$ cat config.mk
export PLATFORM = sky130hd
export DESIGN_NAME = sig_debounce_flat
export DESIGN_NICKNAME = d
export VERILOG_FILES = /design/src/rtl/sig_debounce_if.sv /design/src/rtl/sig_debounce.sv /design/src/flat_wrapper.sv
export SDC_FILE = /design/constraint.sdc
export NUM_CORES = 1
export LEC_CHECK = 0
export CELL_PAD_IN_SITES_DETAIL_PLACEMENT = 0
export CELL_PAD_IN_SITES_GLOBAL_PLACEMENT = 1
export CORE_AREA = 8 8 47 68
export DETAILED_ROUTE_END_ITERATION = 16
export DIE_AREA = 0 0 55 76
export GPL_ROUTABILITY_DRIVEN = 0
export PLACE_DENSITY = 0.74
export SLEW_MARGIN = 0
export SYNTH_ARGS = -nofsm -noshare
export SYNTH_HDL_FRONTEND = slang
export SYNTH_SLANG_ARGS = --single-unit
$ cat constraint.sdc
create_clock -name clk -period 2.2 [get_ports clk]
set_clock_uncertainty 0.1 [all_clocks]
set_input_delay 0.33 -clock clk [delete_from_list [all_inputs] [get_ports clk]]
set_output_delay 0.33 -clock clk [all_outputs]
set_load 0.01 [all_outputs]
$ cat src/rtl/sig_debounce_if.sv
// sig_debounce_if: raw input, glitch clear and conditioned outputs of the debouncer
interface sig_debounce_if #(
  parameter int GLITCH_W = 8
);
  logic                raw_in;
  logic                glitch_clr;
  logic                sig_level;
  logic                rise_pulse;
  logic                fall_pulse;
  logic [GLITCH_W-1:0] glitch_count;
  modport master (output raw_in, glitch_clr, input sig_level, rise_pulse, fall_pulse, glitch_count);
  modport slave (input raw_in, glitch_clr, output sig_level, rise_pulse, fall_pulse, glitch_count);
endinterface

$ cat src/rtl/sig_debounce.sv
// sig_debounce: 2-flop synchronizer plus tick-sampled stability filter with edge pulses
// and a saturating count of rejected transitions.
module sig_debounce #(
  parameter int SAMPLE_DIV     = 4,
  parameter int STABLE_SAMPLES = 3,
  parameter int GLITCH_W       = 8
) (
  input logic           clk,
  input logic           rst,
  sig_debounce_if.slave bus
);
  localparam int TW = SAMPLE_DIV > 1 ? $clog2(SAMPLE_DIV) : 1;
  localparam int SW = STABLE_SAMPLES > 1 ? $clog2(STABLE_SAMPLES) : 1;
  logic                sync1_q, sync2_q;
  logic [TW-1:0]       tick_cnt_q, tick_cnt_d;
  logic [SW-1:0]       stable_q, stable_d;
  logic                level_q, level_d, rise_q, rise_d, fall_q, fall_d;
  logic [GLITCH_W-1:0] glitch_q, glitch_d;
  logic                tick, diff, accept, reject;
  always_comb begin
    tick       = tick_cnt_q == TW'(SAMPLE_DIV - 1);
    tick_cnt_d = tick ? '0 : tick_cnt_q + TW'(1);
    diff       = sync2_q != level_q;
    accept     = tick && diff && stable_q == SW'(STABLE_SAMPLES - 1);
    reject     = tick && !diff && stable_q != '0;
    stable_d   = (accept || reject) ? '0 : (tick && diff) ? stable_q + SW'(1) : stable_q;
    level_d    = accept ? sync2_q : level_q;
    rise_d     = accept && sync2_q;
    fall_d     = accept && !sync2_q;
    // clear takes priority over a same-cycle rejection
    glitch_d   = bus.glitch_clr ? '0 : (reject && !(&glitch_q)) ? glitch_q + GLITCH_W'(1) : glitch_q;
  end
  always_ff @(posedge clk or posedge rst) begin
    if (rst) begin
      sync1_q    <= 1'b0;
      sync2_q    <= 1'b0;
      tick_cnt_q <= '0;
      stable_q   <= '0;
      level_q    <= 1'b0;
      rise_q     <= 1'b0;
      fall_q     <= 1'b0;
      glitch_q   <= '0;
    end else begin
      sync1_q    <= bus.raw_in;
      sync2_q    <= sync1_q;
      tick_cnt_q <= tick_cnt_d;
      stable_q   <= stable_d;
      level_q    <= level_d;
      rise_q     <= rise_d;
      fall_q     <= fall_d;
      glitch_q   <= glitch_d;
    end
  end
  assign bus.sig_level    = level_q;
  assign bus.rise_pulse   = rise_q;
  assign bus.fall_pulse   = fall_q;
  assign bus.glitch_count = glitch_q;
endmodule

$ cat src/flat_wrapper.sv
// flat-port wrapper written by rule: the top's interface ports become plain ports
module sig_debounce_flat 
#(
  parameter int SAMPLE_DIV     = 4,
  parameter int STABLE_SAMPLES = 3,
  parameter int GLITCH_W       = 8
)
  (clk, rst, bus_raw_in, bus_glitch_clr, bus_sig_level, bus_rise_pulse, bus_fall_pulse, bus_glitch_count);
  sig_debounce_if #(.GLITCH_W(GLITCH_W)) bus_i ();
  input logic clk;
  input logic rst;
  input wire logic [$bits(bus_i.raw_in)-1:0] bus_raw_in;
  input wire logic [$bits(bus_i.glitch_clr)-1:0] bus_glitch_clr;
  output wire logic [$bits(bus_i.sig_level)-1:0] bus_sig_level;
  output wire logic [$bits(bus_i.rise_pulse)-1:0] bus_rise_pulse;
  output wire logic [$bits(bus_i.fall_pulse)-1:0] bus_fall_pulse;
  output wire logic [$bits(bus_i.glitch_count)-1:0] bus_glitch_count;
  assign bus_i.raw_in = bus_raw_in;
  assign bus_i.glitch_clr = bus_glitch_clr;
  assign bus_sig_level = bus_i.sig_level;
  assign bus_rise_pulse = bus_i.rise_pulse;
  assign bus_fall_pulse = bus_i.fall_pulse;
  assign bus_glitch_count = bus_i.glitch_count;
  sig_debounce #(.SAMPLE_DIV(SAMPLE_DIV), .STABLE_SAMPLES(STABLE_SAMPLES), .GLITCH_W(GLITCH_W)) u_core (.clk(clk), .rst(rst), .bus(bus_i));
endmodule
==> results.cfg, run 1 <==
[route]
vias_per_cell = 5.42
ant_nets = 0
drtPass1Iterations = 3
top_layer = met4
wl_met2_um = 853
vias = 639
dr.first_iter.drc_count = 16
wl_um = 1590
met1_length_um = 661
dr_wl_met3_um = 45
drc = 0
wl_per_cell_um = 13.5

[pwr]
vdd_drop_max_v = 0.000499
p_leak_nw = 0.405
power_density_nw_per_um2 = 665

[global_routing]
overflow = 0
grt_start_max_net_pins = 18
antenna_found_initial = 0
grt_usage_pct = 8.39
grt_first_pass_wirelength_um = 2760
grt_pass1_vias = 676

[clocking]
clock_sinks = 17
cts.path.max_buffers = 2
cts_tree = done
holdBufCountCts = 0
cts.clk_slew.worst_paths_ps = 100
cts_buffers = 3
cts_setup_buffers = 0
clkLatencyLatePin_ps = 290
ctsRootBufferMaster = clkbuf_4
cts_resized = 0
h-tree-depth = 1

[floorplanning]
ios = 15
core_sq_um = 2310
start_util_pct = 34.6
num_rows = 22
fp.dieH_um = 76
die_w_um = 55
die-area_sq_um = 4180

[finish]
design_area_sq_um = 990
fillers = 260
nets = 103
n_antenna_cell = 0
syn2layout_area_growth_pct = 23.8
layout-drive-gt1-share_pct = 8.51
utilization_pct = 42.8

[critical_path]
cp.required_ps = 2310
critPathLaunch = u_core.stable_q[0]$_DFFE_PP0P_
arrival_ps = 2090
reg2reg_depth = 6
worst_setup_path_start_kind = flop
r2r-start = u_core.stable_q[0]$_DFFE_PP0P_
endpoint_kind = flop
crit_type = reg2reg
rrSetupSlack_ps = 220
cpPeakStageDelay_ps = 520
path_max_fanout = 8
crit_slowest_cell = or4_1
worstPathCellList = inv_1 > ha_1 > nand2b_1 > or2_1 > or4_1 > a21oi_1

[outcome]
status = complete, no violations

[synth]
avgSynthCellArea_sq_um = 10.4
syn_inst = 77
syn-cell-area_sq_um = 800
ys_warn_count = 0
synth.net_count = 85
synth-seq-cells = 17
synth.distinct_cells = 27
yosysSeqAreaShare_pct = 53.2

[timing]
slew_headroom_pct = 59.1
fmax_mhz = 506
fin_crit_ps = 1980
fin_ws_ps = 224
worst_pin_slew_ps = 613
tns_ps = 0
fin_crit_sh_pct = 89.8
rsz0062_at_grt = no
hold_viol = 0
drv_slew = 0
setup_viol = 0

[hold_path]
holdCritStartpoint = u_core.sync1_q$_DFF_PP0_
hold_depth = 0
hp-class = reg2reg

[place]
port_buffers = 14
placed_area_sq_um = 962
dp_slack_ps = 256
hpwl_um = 1230

[run]
cap_violations = 0
## stage by stage
stage / std cells / power [mW] / hold slack [ps]
2_1_floorplan: 77 / 0.453 / 156
3_3_place_gp: 114 / 0.497 / 234
3_5_place_dp: 114 / 0.505 / 242
4_1_cts: 118 / 0.672 / 266
5_1_grt: 118 / 0.699 / 279
6_report: 118 / 0.658 / 260
## state kept, by name (all words and copies together) (netlist names)
name and count:
u_core.sync2_q 1, u_core.sync1_q 1, u_core.bus.sig_level 1, u_core.tick_cnt_q 2, u_core.bus.glitch_count 8, u_core.bus.rise_pulse 1
u_core.stable_q 2, u_core.bus.fall_pulse 1
## layout by cell type, fill, tap and decap left out, types with 4 or more instances in the layout
cell             count
a21oi_1              5
clkdlybuf4s50_1     14
dfrtp_1             17
ha_1                 4
inv_1                6
nand2_1              5
nand3_1              4
nor2_1               4
o21ai_0              5
## routing by layer
| metal | track usage (%) | vias up |
|---|---|---|
| met4 | 5.80 | 0 |
| met5 | 0 | - |
| met3 | 1.17 | 2 |
| met2 | 14.1 | 6 |
| met1 | 8.73 | 319 |
| li1 | - | 312 |
## worst max-delay path: cells and delay by family (launching register included)
family                     cells  cell delay [ps]
and+or+nand+nor                3              990
DFF                            1              380
adders and majority gates      1              210
AOI/OAI and AO/OA              1              150
buffers and inverters          1               70
## cell usage after synthesis (all sizes together)
cell type       n  area share, %
nor2            4            1.9
clkbuf          1           0.63
nor3b           2            1.9
o21ai           5            3.1
and4            1            1.1
mux2            1            1.4
clkdlybuf4s25   1            1.3
o21a            1           0.94
nor3            2            1.3
nand3b          2            1.9
or2             1           0.78
dfrtp          17             53
nand2           5            2.3
ha              4            6.3
nand2b          1           0.78
or4             1           0.94
a211oi          3            2.8
and3            1           0.78
or3             2            1.9
a311oi          1            1.1
a31oi           2            1.6
nor4            1           0.78
a21oi           5            3.1
xor2            1            1.1
nand3           4            2.5
o31ai           2            1.9
inv             6            2.8
## layout make-up
cell class                 count  area (sq um)  share of cell area [%]
clock buffer                   3          22.5                    2.28
clock inverter                 1          5.00                   0.506
multi-input combinational     52           337                    34.0
tap                           24          30.0                    3.03
inverter                       6          22.5                    2.28
timing repair buffer          15           148                    14.9
sequential                    17           425                    43.0
## power by group
| group | switching [mW] | leakage (nW) | internal [mW] |
|---|---|---|---|
| combinational | 0.0613 | 0.163 | 0.0640 |
| sequential | 0.0281 | 0.224 | 0.341 |
| clock | 0.0963 | 0.0177 | 0.0676 |
| total | 0.186 | 0.405 | 0.472 |
## path summary, 6_finish.rpt
| path | endpoint |
|---|---|
| max | u_core.bus.glitch_count[4]$_DFFE_PP0P_ |
| min | u_core.sync2_q$_DFF_PP0_ |
| min reg2reg | u_core.sync2_q$_DFF_PP0_ |
| max reg2reg | u_core.bus.glitch_count[4]$_DFFE_PP0P_ |
| max in group asynchronous | u_core.bus.glitch_count[3]$_DFFE_PP0P_ |
| min in group asynchronous | u_core.sync2_q$_DFF_PP0_ |
## logic make-up (layout without fill, tap and decap cells)
| kind of cell | count (synthesis) | in the layout | share of synthesized area [%] |
|---|---|---|---|
| compound gates | 19 | 19 | 14.6 |
| mux | 1 | 1 | 1.41 |
| flops | 17 | 17 | 53.2 |
| buf+inv | 8 | 25 | 4.69 |
| xor+xnor | 1 | 1 | 1.10 |
| fa+ha+maj | 4 | 4 | 6.26 |
| simple gates | 27 | 27 | 18.8 |
Note: power is estimated with default switching activity, not from simulation.
==> run 2: changes to the inputs <==
- CELL_PAD_IN_SITES_DETAIL_PLACEMENT: 0 -> unset
- CELL_PAD_IN_SITES_GLOBAL_PLACEMENT: 1 -> unset
- CORE_AREA: 8 8 47 68 -> 8 8 50 52
- DIE_AREA: 0 0 55 76 -> 0 0 58 60
- SKIP_CTS_REPAIR_TIMING: unset -> 1
==> run 2 against run 1 <==
Effect of this change:
- clock power hardly changed
- worst hold slack got worse by 3.0 ps
- via count down 2.0%
- routed wire length decreased by 12%
- design area fell by 0.76%
- final cell count fell by 5.1%
- critical path type unchanged
==> results.cfg, run 2 (synthesis results as in run 1) <==
[timing]
worst_pin_slew_ps = 632
setup_viol = 0
fin_crit_ps = 1960
fin_crit_sh_pct = 88.9
drv_slew = 0
slew_headroom_pct = 57.8
tns_ps = 0
fmax_mhz = 511
rsz0062_at_grt = no
hold_viol = 0

[clocking]
cts.path.max_buffers = 2
clkLatencyLatePin_ps = 280
cts.clk_slew.worst_paths_ps = 100
cts_buffers = 3
ctsRootBufferMaster = clkbuf_4
cts_tree = done
clock_sinks = 17
h-tree-depth = 1

[floorplanning]
num_rows = 16
start_util_pct = 44.4
ios = 15
die_w_um = 58
die-area_sq_um = 3480
core_sq_um = 1800
fp.dieH_um = 60

[global_routing]
met2_usage_pct = 14.0
grt_first_pass_wirelength_um = 2360
grt_usage_pct = 8.79
use_met3_pct = 1.29
antenna_found_initial = 0
overflow = 0
grt_pass1_vias = 558
grt_use_met1_pct = 10.1
grt-busiest-layer = met2
grt_start_max_net_pins = 18

[route]
wl_per_cell_um = 12.5
dr.first_iter.drc_count = 5
drtPass1Iterations = 4
vias_per_cell = 5.59
vias = 626
drc = 0
ant_nets = 0
wl_um = 1400

[finish]
design_area_sq_um = 982
layout-drive-gt1-share_pct = 8.51
fillers = 158
n_antenna_cell = 0
syn2layout_area_growth_pct = 22.8
layout_commonest_cell = dfrtp_1
multiInputGateArea_sq_um = 337
register_area_sq_um = 425
nets = 103
largest_reg_flops = 8
most-common-layout-cells = dfrtp_1 (17), clkdlybuf4s50_1 (14), inv_1 (6)

[pwr]
comb_power_share_pct = 19.4
switching_share_pct = 28.3
vdd_drop_max_v = 0.000409
p_seq_share_pct = 55.6
clkPwrFrac_pct = 25.0
power_density_nw_per_um2 = 671
p_leak_nw = 0.405
p_int_mw = 0.472
power.switching_mw = 0.187

[place]
port_buffers = 14
hpwl_um = 1050
placed_area_sq_um = 955

[critical_path]
arrival_ps = 2070
critPathLaunch = u_core.stable_q[0]$_DFFE_PP0P_
r2r-end = u_core.bus.glitch_count[4]$_DFFE_PP0P_
cp.required_ps = 2320
reg2reg_depth = 6
endpoint_kind = flop
crit_type = reg2reg
critPathCapture = u_core.bus.glitch_count[4]$_DFFE_PP0P_
rrSetupSlack_ps = 240
worst_setup_path_start_kind = flop
path_max_fanout = 8
r2r-start = u_core.stable_q[0]$_DFFE_PP0P_

[outcome]
status = complete, no violations

[hold_path]
hp-class = reg2reg

[run]
cap_violations = 0
-- run 2: worst min path at each step --
stage | endpoint | from | slack (ps) | cells after the start
2_1_floorplan | u_core.bus.fall_pulse$_DFF_PP0_ | rst | 160 | 1
3_3_place_gp | u_core.sync2_q$_DFF_PP0_ | u_core.sync1_q$_DFF_PP0_ | 230 | 0
3_5_place_dp | u_core.sync2_q$_DFF_PP0_ | u_core.sync1_q$_DFF_PP0_ | 230 | 0
4_1_cts | u_core.sync2_q$_DFF_PP0_ | u_core.sync1_q$_DFF_PP0_ | 260 | 0
5_1_grt | u_core.sync2_q$_DFF_PP0_ | u_core.sync1_q$_DFF_PP0_ | 280 | 0
6_report | u_core.sync2_q$_DFF_PP0_ | u_core.sync1_q$_DFF_PP0_ | 260 | 0
-- run 2: layout make-up --
type                    instances  share of cell area, %
flip-flops and latches         17                   43.3
multi-input cells              52                   34.3
repair buffers                 15                   15.0
clock buffers                   3                   2.29
inverters                       6                   2.29
well taps                      18                   2.29
clock inverters                 1                  0.510
-- run 2: routing by layer --
metal	vias up	wire (um)
met2	12	687
met1	299	622
li1	311	-
met3	4	56
met5	-	0
met4	0	35
-- run 2: power by group through the flow --
| stage | Sequential, mW | Combinational (mW) | Clock (mW) |
|---|---|---|---|
| after floorplan | 0.375 | 0.0780 | 0 |
| after global placement | 0.370 | 0.125 | 0 |
| after detailed placement | 0.373 | 0.131 | 0 |
| after CTS | 0.366 | 0.132 | 0.171 |
| after global routing | 0.372 | 0.140 | 0.181 |
| final | 0.366 | 0.128 | 0.165 |
-- run 2: stage by stage --
| step | setup WS, ps | util, % | instances | total power [mW] | hold slack [ps] |
|---|---|---|---|---|---|
| final | 245 | 54.5 | 112 | 0.659 | 257 |
| after detailed placement | 279 | 53.0 | 108 | 0.503 | 235 |
| after global routing | 128 | 54.5 | 112 | 0.693 | 281 |
| after CTS | 249 | 54.5 | 112 | 0.669 | 258 |
| after global placement | 336 | 53.0 | 108 | 0.495 | 234 |
| after floorplan | 331 | - | 77 | 0.453 | 156 |
-- run 2: worst max-delay path: stages, from the launching register on --
cell and delay (ps):
dfrtp_1 370, inv_1 70, ha_1 200, nand2b_1 160
or2_1 300, or4_1 530, a21oi_1 150
